==> src/rtl/mil_txd_fifo.sv <==
// rtl/mil_txd_fifo.sv - MIL-STD-1553 Manchester-II word transmitter with word FIFO and message sequencing
module mil_txd_fifo #(
  parameter int FCLK     = 50_000_000,
  parameter int BITRATE  = 1_000_000,
  parameter int DEPTH    = 32,
  parameter int GAP_BITS = 4
) (
  input  logic                     clk,
  input  logic                     rst_n,
  input  logic                     wr_en,
  input  logic [16:0]              wr_data,
  input  logic                     tx_start,
  output logic                     txp,
  output logic                     txn,
  output logic                     tx_en,
  output logic                     busy,
  output logic                     word_done,
  output logic                     fifo_full,
  output logic                     fifo_empty,
  output logic [$clog2(DEPTH):0]   fifo_count,
  output logic                     ovf
);

  localparam int DIV    = FCLK / (2 * BITRATE);
  localparam int DW     = $clog2(DIV);
  localparam int AW     = $clog2(DEPTH);
  localparam int CW     = AW + 1;
  localparam int GAP_HB = 2 * GAP_BITS;
  localparam int HW     = (GAP_HB > 32) ? $clog2(GAP_HB) : 5;

  typedef enum logic [2:0] {S_IDLE, S_SYNC, S_DATA, S_PARITY, S_GAP} state_t;

  state_t          state, state_n;
  logic [HW-1:0]   hcnt, hcnt_n;
  logic [DW-1:0]   div_cnt;
  logic            tick;
  logic            load;
  logic            done_n;
  logic            pending;
  logic [16:0]     word_q, word_n;
  logic            txp_n, txn_n;
  logic            first_half, bit_val;

  logic [16:0]     mem [DEPTH];
  logic [AW-1:0]   rd_ptr, wr_ptr;
  logic            wr_ok;
  logic [CW-1:0]   count_n;

  assign tick  = (div_cnt == DW'(DIV - 1));
  assign wr_ok = wr_en && ((fifo_count != CW'(DEPTH)) || load);

  // Next-state sequencing: half-bit counting inside SYNC/DATA/PARITY/GAP, word loads (FIFO pops)
  always_comb begin
    state_n = state;
    hcnt_n  = hcnt;
    load    = 1'b0;
    done_n  = 1'b0;
    case (state)
      S_IDLE: begin
        if ((tx_start || pending) && (fifo_count != '0)) begin
          load    = 1'b1;
          state_n = S_SYNC;
          hcnt_n  = '0;
        end
      end
      S_SYNC: begin
        if (tick) begin
          if (hcnt == HW'(5)) begin
            state_n = S_DATA;
            hcnt_n  = '0;
          end else begin
            hcnt_n = hcnt + HW'(1);
          end
        end
      end
      S_DATA: begin
        if (tick) begin
          if (hcnt == HW'(31)) begin
            state_n = S_PARITY;
            hcnt_n  = '0;
          end else begin
            hcnt_n = hcnt + HW'(1);
          end
        end
      end
      S_PARITY: begin
        if (tick) begin
          if (hcnt == HW'(1)) begin
            done_n = 1'b1;
            hcnt_n = '0;
            if (fifo_count != '0) begin
              load    = 1'b1;
              state_n = S_SYNC;
            end else begin
              state_n = S_GAP;
            end
          end else begin
            hcnt_n = hcnt + HW'(1);
          end
        end
      end
      S_GAP: begin
        if (tick) begin
          if (hcnt == HW'(GAP_HB - 1)) begin
            state_n = S_IDLE;
            hcnt_n  = '0;
          end else begin
            hcnt_n = hcnt + HW'(1);
          end
        end
      end
      default: state_n = S_IDLE;
    endcase
  end

  // Line levels for the half-bit that begins next cycle; a freshly popped word is used directly
  always_comb begin
    word_n     = load ? mem[rd_ptr] : word_q;
    first_half = 1'b1;
    bit_val    = 1'b0;
    txp_n      = 1'b0;
    txn_n      = 1'b0;
    case (state_n)
      S_SYNC: begin
        first_half = (hcnt_n < HW'(3));
        txp_n      = ~(word_n[16] ^ first_half);
        txn_n      = ~txp_n;
      end
      S_DATA: begin
        bit_val    = word_n[4'd15 - hcnt_n[4:1]];
        first_half = ~hcnt_n[0];
        txp_n      = ~(bit_val ^ first_half);
        txn_n      = ~txp_n;
      end
      S_PARITY: begin
        bit_val    = ~(^word_n[15:0]);
        first_half = ~hcnt_n[0];
        txp_n      = ~(bit_val ^ first_half);
        txn_n      = ~txp_n;
      end
      default: ;
    endcase
  end

  // FSM state, half-bit divider (restarted on every word load) and registered line outputs
  always_ff @(posedge clk) begin
    if (!rst_n) begin
      state     <= S_IDLE;
      hcnt      <= '0;
      div_cnt   <= '0;
      word_q    <= '0;
      pending   <= 1'b0;
      txp       <= 1'b0;
      txn       <= 1'b0;
      tx_en     <= 1'b0;
      busy      <= 1'b0;
      word_done <= 1'b0;
    end else begin
      state     <= state_n;
      hcnt      <= hcnt_n;
      div_cnt   <= (load || tick || state_n == S_IDLE) ? '0 : div_cnt + DW'(1);
      if (load) word_q <= word_n;
      if (state == S_IDLE) pending <= 1'b0;
      else if (tx_start)   pending <= 1'b1;
      txp       <= txp_n;
      txn       <= txn_n;
      tx_en     <= (state_n == S_SYNC) || (state_n == S_DATA) || (state_n == S_PARITY);
      busy      <= (state_n != S_IDLE);
      word_done <= done_n;
    end
  end

  // Occupancy after this cycle's accepted write and/or pop
  always_comb begin
    count_n = fifo_count;
    if (wr_ok && !load)      count_n = fifo_count + CW'(1);
    else if (!wr_ok && load) count_n = fifo_count - CW'(1);
  end

  // FIFO storage; contents need no reset because occupancy is cleared
  always_ff @(posedge clk) begin
    if (wr_ok) mem[wr_ptr] <= wr_data;
  end

  // FIFO pointers, occupancy flags and overflow pulse
  always_ff @(posedge clk) begin
    if (!rst_n) begin
      wr_ptr     <= '0;
      rd_ptr     <= '0;
      fifo_count <= '0;
      fifo_full  <= 1'b0;
      fifo_empty <= 1'b1;
      ovf        <= 1'b0;
    end else begin
      if (wr_ok) wr_ptr <= wr_ptr + AW'(1);
      if (load)  rd_ptr <= rd_ptr + AW'(1);
      fifo_count <= count_n;
      fifo_full  <= (count_n == CW'(DEPTH));
      fifo_empty <= (count_n == '0);
      ovf        <= wr_en && !wr_ok;
    end
  end

endmodule

==> config.mk <==
export PLATFORM = sky130hd
export DESIGN_NAME = mil_txd_fifo
export DESIGN_NICKNAME = d
export VERILOG_FILES = /design/src/rtl/mil_txd_fifo.sv
export SDC_FILE = /design/constraint.sdc
export NUM_CORES = 1
export LEC_CHECK = 0
export ABC_AREA = 1
export CAP_MARGIN = 20
export CORE_MARGIN = 3
export CORE_UTILIZATION = 45
export CTS_BUF_LIST = sky130_fd_sc_hd__clkbuf_8
export CTS_CLUSTER_SIZE = 16
export DETAILED_ROUTE_END_ITERATION = 12
export PLACE_DENSITY_LB_ADDON = 0.05
export SYNTH_ARGS = -nofsm -noshare
export SYNTH_HDL_FRONTEND = slang
export SYNTH_SLANG_ARGS = --single-unit
==> constraint.sdc <==
create_clock -name clk -period 7.35 [get_ports clk]
set_clock_uncertainty 0.2 [all_clocks]
set_input_delay 0.735 -clock clk [delete_from_list [all_inputs] [get_ports clk]]
set_output_delay 0.735 -clock clk [all_outputs]
set_load 0.01 [all_outputs]
==> Yosys cells after proc, flatten, opt, wreduce, memory -nomap -nowiden <==
Memory sizes are Yosys's and may differ from the RTL's. A register that Yosys moved wholly into a read port is not among the register bits.
Index checks and enable logic that the tools add are counted.
Widths: inputs -> output; s select.
{ "op_classes": {"eq_ne": 14, "magnitude_cmp": 2, "n_reduce_logical": 22, "addsub": 7, "bitwise": 9, "mux": 38} }
{ "op_table": {"columns": ["op", "n"], "rows": [
  ["$mux 5", 11],
  ["$mux 3", 10],
  ["$pmux 5 s5", 1],
  ["$add 5x1->5 const B", 4],
  ["$mux 17", 1],
  ["$reduce_xor 16->1", 1],
  ["$pmux 3 s5", 1],
  ["$eq 3x2->1 const B", 4],
  ["$mux 6", 2],
  ["$eq 5x3->1 const B", 2],
  ["$eq 5x5->1 const B", 2],
  ["$mux 1", 8],
  ["$add 6x1->6 const B", 1],
  ["$eq 3x1->1 const B", 2],
  ["$eq 6x6->1 const B", 1],
  ["$logic_not 3->1", 2],
  ["$logic_not 6->1", 1],
  ["$logic_or 1x1->1", 6],
  ["$lt 4x6->1 const B", 1],
  ["$ne 6x6->1 const B", 1],
  ["$not 1->1", 6],
  ["$pmux 1 s3", 2],
  ["$reduce_bool 6->1", 1],
  ["$sub 6x1->6 const B", 1],
  ["12 further kinds", 20]
]} }
{ "totals": {"n_memories": 1, "output_inout_bits": 14, "input_bits": 21, "word_cells": 109, "register_bits": 55, "mem_bits_rw": 544} }
{ "memory_table": {"columns": ["memory", "depth", "word_bits", "rd", "rd_clocked_by_memory_dff", "write_ports", "line_no", "source"], "rows": [
  ["mem", 32, 17, 1, 1, 1, "44", "logic [16:0] mem [DEPTH];"]
]} }

==> Depth between registers and ports, before layout <==
Gate-level depths: netlist of run 1.
{ "logic_depth": {"ltp_word": 12, "ltp_mapped": 28, "ltp_nobuf": 27} }

==> Worst setup path after synthesis of run 1 <==
OpenSTA, ideal clock, no wires.
{ "synth_path": {"kind": "reg-to-reg", "from": "register fifo_count[0]", "to": "memory mem[31][0] (enable)", "setup_time_ns": 0.415, "path_stages_with_launch": 10, "slack_ns": 4.196, "synth_period_minus_slack_ns": 3.154, "path_buffers": 0, "required_time_ns": 6.735, "t_arrival_ns": 2.539, "cell_sequence": "dfxtp_1 > inv_1 > ha_1 > nand3_1 > nor2_2 > nand2_2 > nand2_4 > nand3_2 > nand2_2 > nor3_1"} }
{ "synth_between": {"elab_chain_cells": 9, "elab_cells_between_ends": 12, "cone_classes": "1 x eq/ne; 7 x mux; 4 x reduce/logical"} }
{ "synth_lines": {"columns": ["element", "line_no", "source"], "rows": [
  ["from (decl)", "20", "output logic [$clog2(DEPTH):0] fifo_count,"],
  ["from (signal assigned)", "197", "fifo_count <= count_n;"],
  ["$reduce_bool 6->1", "60, 91", null],
  ["$mux 1", "91", "if (fifo_count != '0) begin"],
  ["$mux 1", "88", "if (hcnt == HW'(1)) begin"],
  ["$mux 1", "87", "if (tick) begin"],
  ["$pmux 1 s2", "58", "case (state)"],
  ["$logic_or 1x1->1 (*)", "50", "assign wr_ok = wr_en && ((fifo_count != CW'(DEPTH)) || load);"],
  ["$logic_and 1x1->1 (*)", "50", null],
  ["$mux 1 (*)", "182", "if (wr_ok) mem[wr_ptr] <= wr_data;"],
  ["$mux 1 (implied by the code) (*)", "182", null],
  ["to (decl)", "44", null]
]} }
Every way passes the cells marked *; elsewhere a longest branch is shown, timed or not.

==> results.json, run 1 <==
{
  "worst-path-max-fanout": 139,
  "powerDensity_nw_per_um2": 324,
  "hp-start": "div_cnt[0]$_SDFF_PP0_",
  "maxCapViolCount": 0,
  "min_period_ps": 4300,
  "drv_slew": 0,
  "dp.cells": 3047,
  "clkTransAtPathRegs_ps": 70,
  "layout.nets": 2437,
  "cts_inserted_buffers": 103,
  "antenna_found_initial": 1,
  "p_total_uw": 9230,
  "pre_cts_ws_ps": 3100,
  "syn_to_final_growth_pct": 11.5,
  "rows": 86,
  "crit_required_ps": 7720,
  "cts.sinks": 604,
  "critPathCaptureType": "flop",
  "wirelength_um": 71400,
  "core_um2": 55600,
  "yosysSeqAreaShare_pct": 68.6,
  "vias_per_cell": 5.43,
  "peakVddDrop_uv": 179,
  "rsz0062_at_grt": "no",
  "cp.arrival_ps": 4670,
  "tns_ps": 0,
  "final_cells": 3236,
  "clock_latency_ps": 670,
  "fp.dieH_um": 244,
  "fp.dieW_um": 244,
  "finalSetupViolations": 0,
  "cts_setup_buffers": 0,
  "dpl.hpwl_um": 39200,
  "worstRegToRegCells": 19,
  "die_area_um2": 59700,
  "drive_gt1_share_pct": 10.9,
  "synth_cells": 2332,
  "max_slew_margin_pct": 34.4,
  "syn_nets": 2365,
  "crit_type": "reg2reg",
  "root_buffer": "clkbuf_8",
  "cts_tree": "done",
  "cts_max_path_buffers": 3,
  "clock.fmax_mhz": 232,
  "initial_core_util_pct": 46.0,
  "drt_pass1_iterations": 5,
  "hold_path_end": "div_cnt[0]$_SDFF_PP0_",
  "routabilityCongestion": 0.831,
  "ctsHtreeMaxLevel": 3,
  "drc_errors": 0,
  "layout_setup_ws_ps": 3050,
  "grt_pass1_wl_um": 108000,
  "hp-class": "reg2reg",
  "reg2reg_slack_ps": 3050,
  "io_pins": 35,
  "dr_total_vias": 17600,
  "rr_endpoint": "txp$_SDFF_PN0_",
  "first_global_vias": 17100,
  "hold_viol": 0,
  "status": "finished, final reports clean",
  "yosysUniqueCellTypes": 47,
  "cts_hold_buf": 0,
  "syn_area_per_cell_um2": 11.0,
  "tightest_slew_ps": 982,
  "routedWlPerCell_um": 22.1,
  "p_leak_uw": 0.0105,
  "antenna_left": 0,
  "holdPathStages": 1,
  "grt_max_degree": 153,
  "io_buffers": 34,
  "drtIter0Drc": 1391,
  "netlist_area_um2": 25600,
  "min_period_over_period_pct": 58.5,
  "overflow": 0,
  "cts_resized": 0,
  "start_kind": "flop",
  "ys_ff_latch": 604,
  "yosys_warnings": 0,
  "grt_usage_pct": 24.1
}
layout by cell type, fill, tap and decap left out, drive strengths merged, types with 2 or more instances in the layout:
master,Yosys,layout
edfxtp,544,544
nand2,660,660
clkinv,0,40
clkbuf,24,107
ha,12,12
nand3b,2,2
o211ai,26,26
a21oi,27,27
clkdlybuf4s50,0,33
o21ai,96,96
o221ai,8,8
o21bai,3,3
nor3,15,15
nor2,183,183
buf,101,59
nor4,2,2
bufinv,0,2
or2,10,10
clkinvlp,0,2
nand3,431,431
inv,110,147
dfxtp,60,60
xor2,10,10
flip-flops by register name, indices dropped and copies added, names as in the netlist, 3 cells and up, named ones only:
signal and cells:
fifo_count 6, word_q 17, wr_ptr 5, hcnt 5, rd_ptr 5, state 3
mem 544, div_cnt 5
through the flow:
step | util (%) | area (µm²) | hold WS [ps]
3_3_place_gp | 47.8 | 26600 | 248
2_1_floorplan | - | 25600 | 230
3_5_place_dp | 47.9 | 26700 | 260
5_1_grt | 51.3 | 28500 | 311
4_1_cts | 51.3 | 28500 | 274
6_report | 51.3 | 28500 | 260
final cells by class:
type,count,area (µm²)
antenna,1,2.50
clock buffer,107,1470
clock inverter,81,382
fill,5050,27100
inverter,110,430
multi-input combinational,1493,6910
sequential,604,17500
tap,748,936
timing repair buffer,92,843
power breakdown:
| part | total [µW] | switching [µW] | internal [µW] |
|---|---|---|---|
| combinational | 2470 | 1720 | 756 |
| sequential | 4000 | 140 | 3860 |
| clock | 2750 | 1340 | 1410 |
how the worst max path moves through the flow:
stage / start / slack [ps] / cells after the start / endpoint
4_1_cts: flop / 3080 / 19 / txp$_SDFF_PN0_
3_3_place_gp: flop / 3040 / 23 / txp$_SDFF_PN0_
2_1_floorplan: fifo_count[0]$_SDFF_PN0_ / 4200 / 9 / mem[31][0]$_DFFE_PP_
5_1_grt: flop / 2630 / 19 / txp$_SDFF_PN0_
3_5_place_dp: flop / 3100 / 19 / txp$_SDFF_PN0_
6_report: flop / 3050 / 19 / txp$_SDFF_PN0_
Yosys cell counts (all sizes together):
| cell type | n | share of area [%] |
|---|---|---|
| a22oi | 1 | 0.029 |
| o221ai | 8 | 0.27 |
| xor2 | 10 | 0.34 |
| o31ai | 1 | 0.029 |
| nand2 | 660 | 9.8 |
| ha | 12 | 0.59 |
| a31oi | 1 | 0.024 |
| nand4 | 1 | 0.083 |
| nand3 | 431 | 8.5 |
| nor3 | 15 | 0.31 |
| o22ai | 1 | 0.024 |
| nor2 | 183 | 2.8 |
| buf | 101 | 2.8 |
| dfxtp | 60 | 4.7 |
| clkbuf | 24 | 0.35 |
| a21boi | 1 | 0.029 |
| nand2b | 1 | 0.024 |
| or2 | 10 | 0.25 |
| inv | 110 | 1.7 |
| nor4 | 2 | 0.073 |
| a21oi | 27 | 0.54 |
| o211ai | 26 | 0.76 |
| o21ai | 96 | 1.9 |
| edfxtp | 544 | 64 |
| o21bai | 3 | 0.088 |
| nand3b | 2 | 0.11 |
| and3 | 1 | 0.024 |
cells by family after synthesis:
| group | Yosys count | synth area share (%) |
|---|---|---|
| simple gates | 1306 | 22.0 |
| fa+ha+maj | 12 | 0.587 |
| flops | 604 | 68.6 |
| compound gates | 165 | 3.70 |
| xor+xnor | 10 | 0.342 |
| buf+inv | 235 | 4.82 |
layer usage:
layer  vias to the layer above  GRT usage [%]  routed length, µm
met4                         0           7.88               1800
met5                         -              0                  0
met2                       536           39.1              33800
met1                      8684           33.7              31800
li1                       8236              -                  -
met3                       110           3.42               3980
critical path, cell delays in order (launching register included):
cell and delay, ps:
dfxtp_4 560, inv_8 670, buf_4 720, nor2_1 80
nor2_1 100, o21ai_0 90, o211ai_1 140, nand3_1 170
nand3_1 230, nand3_1 140, nand2_1 140, xor2_1 190
nand2b_1 130, nand2_1 70, nand3_1 100, nand2_1 60
nand2_1 50, nand3_1 60, nand2_1 60, inv_1 40
Note: power is estimated with default switching activity, not from simulation.
==> run 2, diff against run 1 <==
==> constraint.sdc (replaced) <==
create_clock -name clk -period 3.8 [get_ports clk]
set_clock_uncertainty 0.2 [all_clocks]
set_input_delay 0.38 -clock clk [delete_from_list [all_inputs] [get_ports clk]]
set_output_delay 0.38 -clock clk [all_outputs]
set_load 0.01 [all_outputs]
==> run 2 against run 1 <==
  * Die area is the same
  * Global-route usage shrank 0.58 points
  * First-iteration DRC count grew 5.0%
  * Sequential cell count is the same
  * Sequential share of layout area shrank 0.89 points
  * Highest routed layer unchanged
  * Maximum frequency grew 29%
  * Power grew 96%
  * Combinational power grew 110%
  * Critical path depth shrank 7
  * Critical path type unchanged
  * Register-to-register slack lost 2600 ps
==> results.json, run 2 (synthesized netlist as in run 1, its figures left out) <==
{
  "maxCapViolCount": 0,
  "clock.fmax_mhz": 301,
  "crit_required_ps": 3980,
  "placed_cell_area_um2": 27000,
  "top_usage_layer": "met2",
  "cts_inserted_buffers": 102,
  "max_slew_margin_pct": 48.4,
  "reg2reg_slack_ps": 480,
  "routedWlPerCell_um": 21.3,
  "fp.dieH_um": 244,
  "seq_power_share_pct": 42.1,
  "drive_gt1_share_pct": 12.6,
  "switching_share_pct": 34.7,
  "start_kind": "flop",
  "tightest_slew_ps": 775,
  "drt_pass1_iterations": 7,
  "cts_setup_buffers": 0,
  "rr_endpoint": "mem[21][2]$_DFFE_PP_",
  "cts_tree": "done",
  "grt_use_met1_pct": 34.0,
  "routabilityCongestion": 0.822,
  "critPathCaptureType": "flop",
  "rows": 86,
  "final_common_cell": "nand2_1",
  "r2r_start": "hcnt[0]$_SDFF_PN0_",
  "cts_resized": 0,
  "drc_errors": 0,
  "grt_max_degree": 114,
  "hold_viol": 0,
  "worst-path-max-fanout": 27,
  "reg_top3": "mem (544), word_q (17), fifo_count (6)",
  "switchingPower_uw": 6290,
  "worst-path-buf-inv": 2,
  "p_int_uw": 11800,
  "min_period_ps": 3320,
  "rsz0062_at_grt": "no",
  "wirelength_um": 69600,
  "cp.arrival_ps": 3510,
  "tns_ps": 0,
  "io_pins": 35,
  "grt_usage_pct": 23.6,
  "grt_use_met2_pct": 37.1,
  "powerDensity_nw_per_um2": 626,
  "fin_area_um2": 28900,
  "antenna_found_initial": 2,
  "cp.depth": 12,
  "antenna_left": 0,
  "crit_type": "reg2reg",
  "clkTransAtPathRegs_ps": 60,
  "clock_latency_ps": 710,
  "p_leak_uw": 0.0108,
  "core_um2": 55600,
  "overflow": 0,
  "worstRegToRegCells": 12,
  "first_global_vias": 17100,
  "fillers": 5091,
  "cp_slowest_cell": "dfxtp_1",
  "final_cell_mix": "nand2_1, edfxtp_1, nand3_1",
  "regMostFlops": "mem",
  "peakVddDrop_uv": 378,
  "finalSetupViolations": 0,
  "dr_total_vias": 17500,
  "critPathTopFamily": "simple AND/OR/NAND/NOR gates",
  "largest_register_ff_count": 544,
  "crit_top_cell": "nand2_2",
  "grt_pass1_wl_um": 107000,
  "endpoint": "mem[21][2]$_DFFE_PP_",
  "io_buffers": 34,
  "initial_core_util_pct": 46.0,
  "syn_to_final_growth_pct": 13.2,
  "min_period_over_period_pct": 87.5,
  "vias_per_cell": 5.33,
  "startpoint": "hcnt[0]$_SDFF_PN0_",
  "max_stage_delay_ps": 480,
  "path_cells": "ha_1, nand3_1, nor2_4, nand2_2, nand2_2, nand2_4, nand3_2, nand2_2, inv_1, nand2_1, nor2_2, buf_4",
  "final_core_util_pct": 52.0,
  "cts_max_path_buffers": 3,
  "die_area_um2": 59700,
  "fp.dieW_um": 244,
  "root_buffer": "clkbuf_8",
  "drv_slew": 0,
  "status": "finished, final reports clean",
  "ctsHtreeMaxLevel": 3,
  "drtIter0Drc": 1460,
  "grt_use_met3_pct": 3.66,
  "clockPowerShare_pct": 29.7,
  "layout.nets": 2473,
  "dpl.hpwl_um": 40900,
  "cts.sinks": 604,
  "combPwrFrac_pct": 28.2,
  "hp-class": "in2reg",
  "cts_hold_buf": 0
}
run 2: changes by cell type in the layout (fill, tap and decap cells not counted), moves of 2 or more:
cell | previous run | this run
buf_4 | 53 | 80
buf_12 | 2 | 15
clkinv_1 | 32 | 19
clkinv_2 | 8 | 13
inv_1 | 126 | 131
clkbuf_8 | 107 | 110
nor2_2 | 30 | 33
nor2_4 | 4 | 1
buf_16 | 2 | 0
clkinv_8 | 0 | 2
run 2: how the worst min path moves through the flow:
stage	startpoint	endpoint	slack, ps	depth (start not counted)
2_1_floorplan	div_cnt[0]$_SDFF_PP0_	div_cnt[0]$_SDFF_PP0_	230	1
3_3_place_gp	div_cnt[0]$_SDFF_PP0_	div_cnt[0]$_SDFF_PP0_	240	1
3_5_place_dp	div_cnt[0]$_SDFF_PP0_	div_cnt[0]$_SDFF_PP0_	250	1
4_1_cts	tx_start	pending$_SDFFE_PP0P_	50	3
5_1_grt	wr_data[6]	mem[22][6]$_DFFE_PP_	80	1
6_report	wr_data[6]	mem[23][6]$_DFFE_PP_	100	1
run 2: power groups by stage:
stage | Clock [µW] | Sequential (µW) | Combinational [µW]
after global routing | 5850 | 7650 | 5790
after CTS | 5520 | 7630 | 5170
after detailed placement | 0 | 7760 | 5150
final | 5380 | 7630 | 5110
after global placement | 0 | 7760 | 5150
after floorplan | 0 | 7720 | 3740
run 2: area by class of cell:
type	instances	area, µm²	area share (%)
multi-input combinational	1493	6890	23.8
antenna	1	2.50	0.00865
clock buffer	110	1510	5.23
inverter	110	430	1.49
tap	748	936	3.23
sequential	604	17500	60.6
clock inverter	80	385	1.33
timing repair buffer	129	1230	4.25
run 2: stage by stage:
step	power [µW]	setup slack, ps	std cells	hold WS (ps)
finish	18100	477	3275	102
floorplan	11500	646	2332	230
CTS	18300	455	3274	45.4
global placement	12900	499	3084	241
detailed placement	12900	487	3084	249
global route	19300	149	3275	80.6
run 2: per-layer routing:
layer | up-vias | routed length [µm]
li1 | 8322 | -
met1 | 8590 | 32100
met2 | 437 | 32200
met3 | 118 | 3600
met4 | 0 | 1710
met5 | - | 0
==> run 3, diff against run 2 <==
--- a/config.mk
+++ b/config.mk
@@ -6,7 +6,6 @@
 export NUM_CORES = 1
 export LEC_CHECK = 0
 export ABC_AREA = 1
-export CAP_MARGIN = 20
 export CORE_MARGIN = 3
 export CORE_UTILIZATION = 45
 export CTS_BUF_LIST = sky130_fd_sc_hd__clkbuf_8
==> results of run 3 <==
No change in the layout: final DEF, timing and power equal those of run 2.
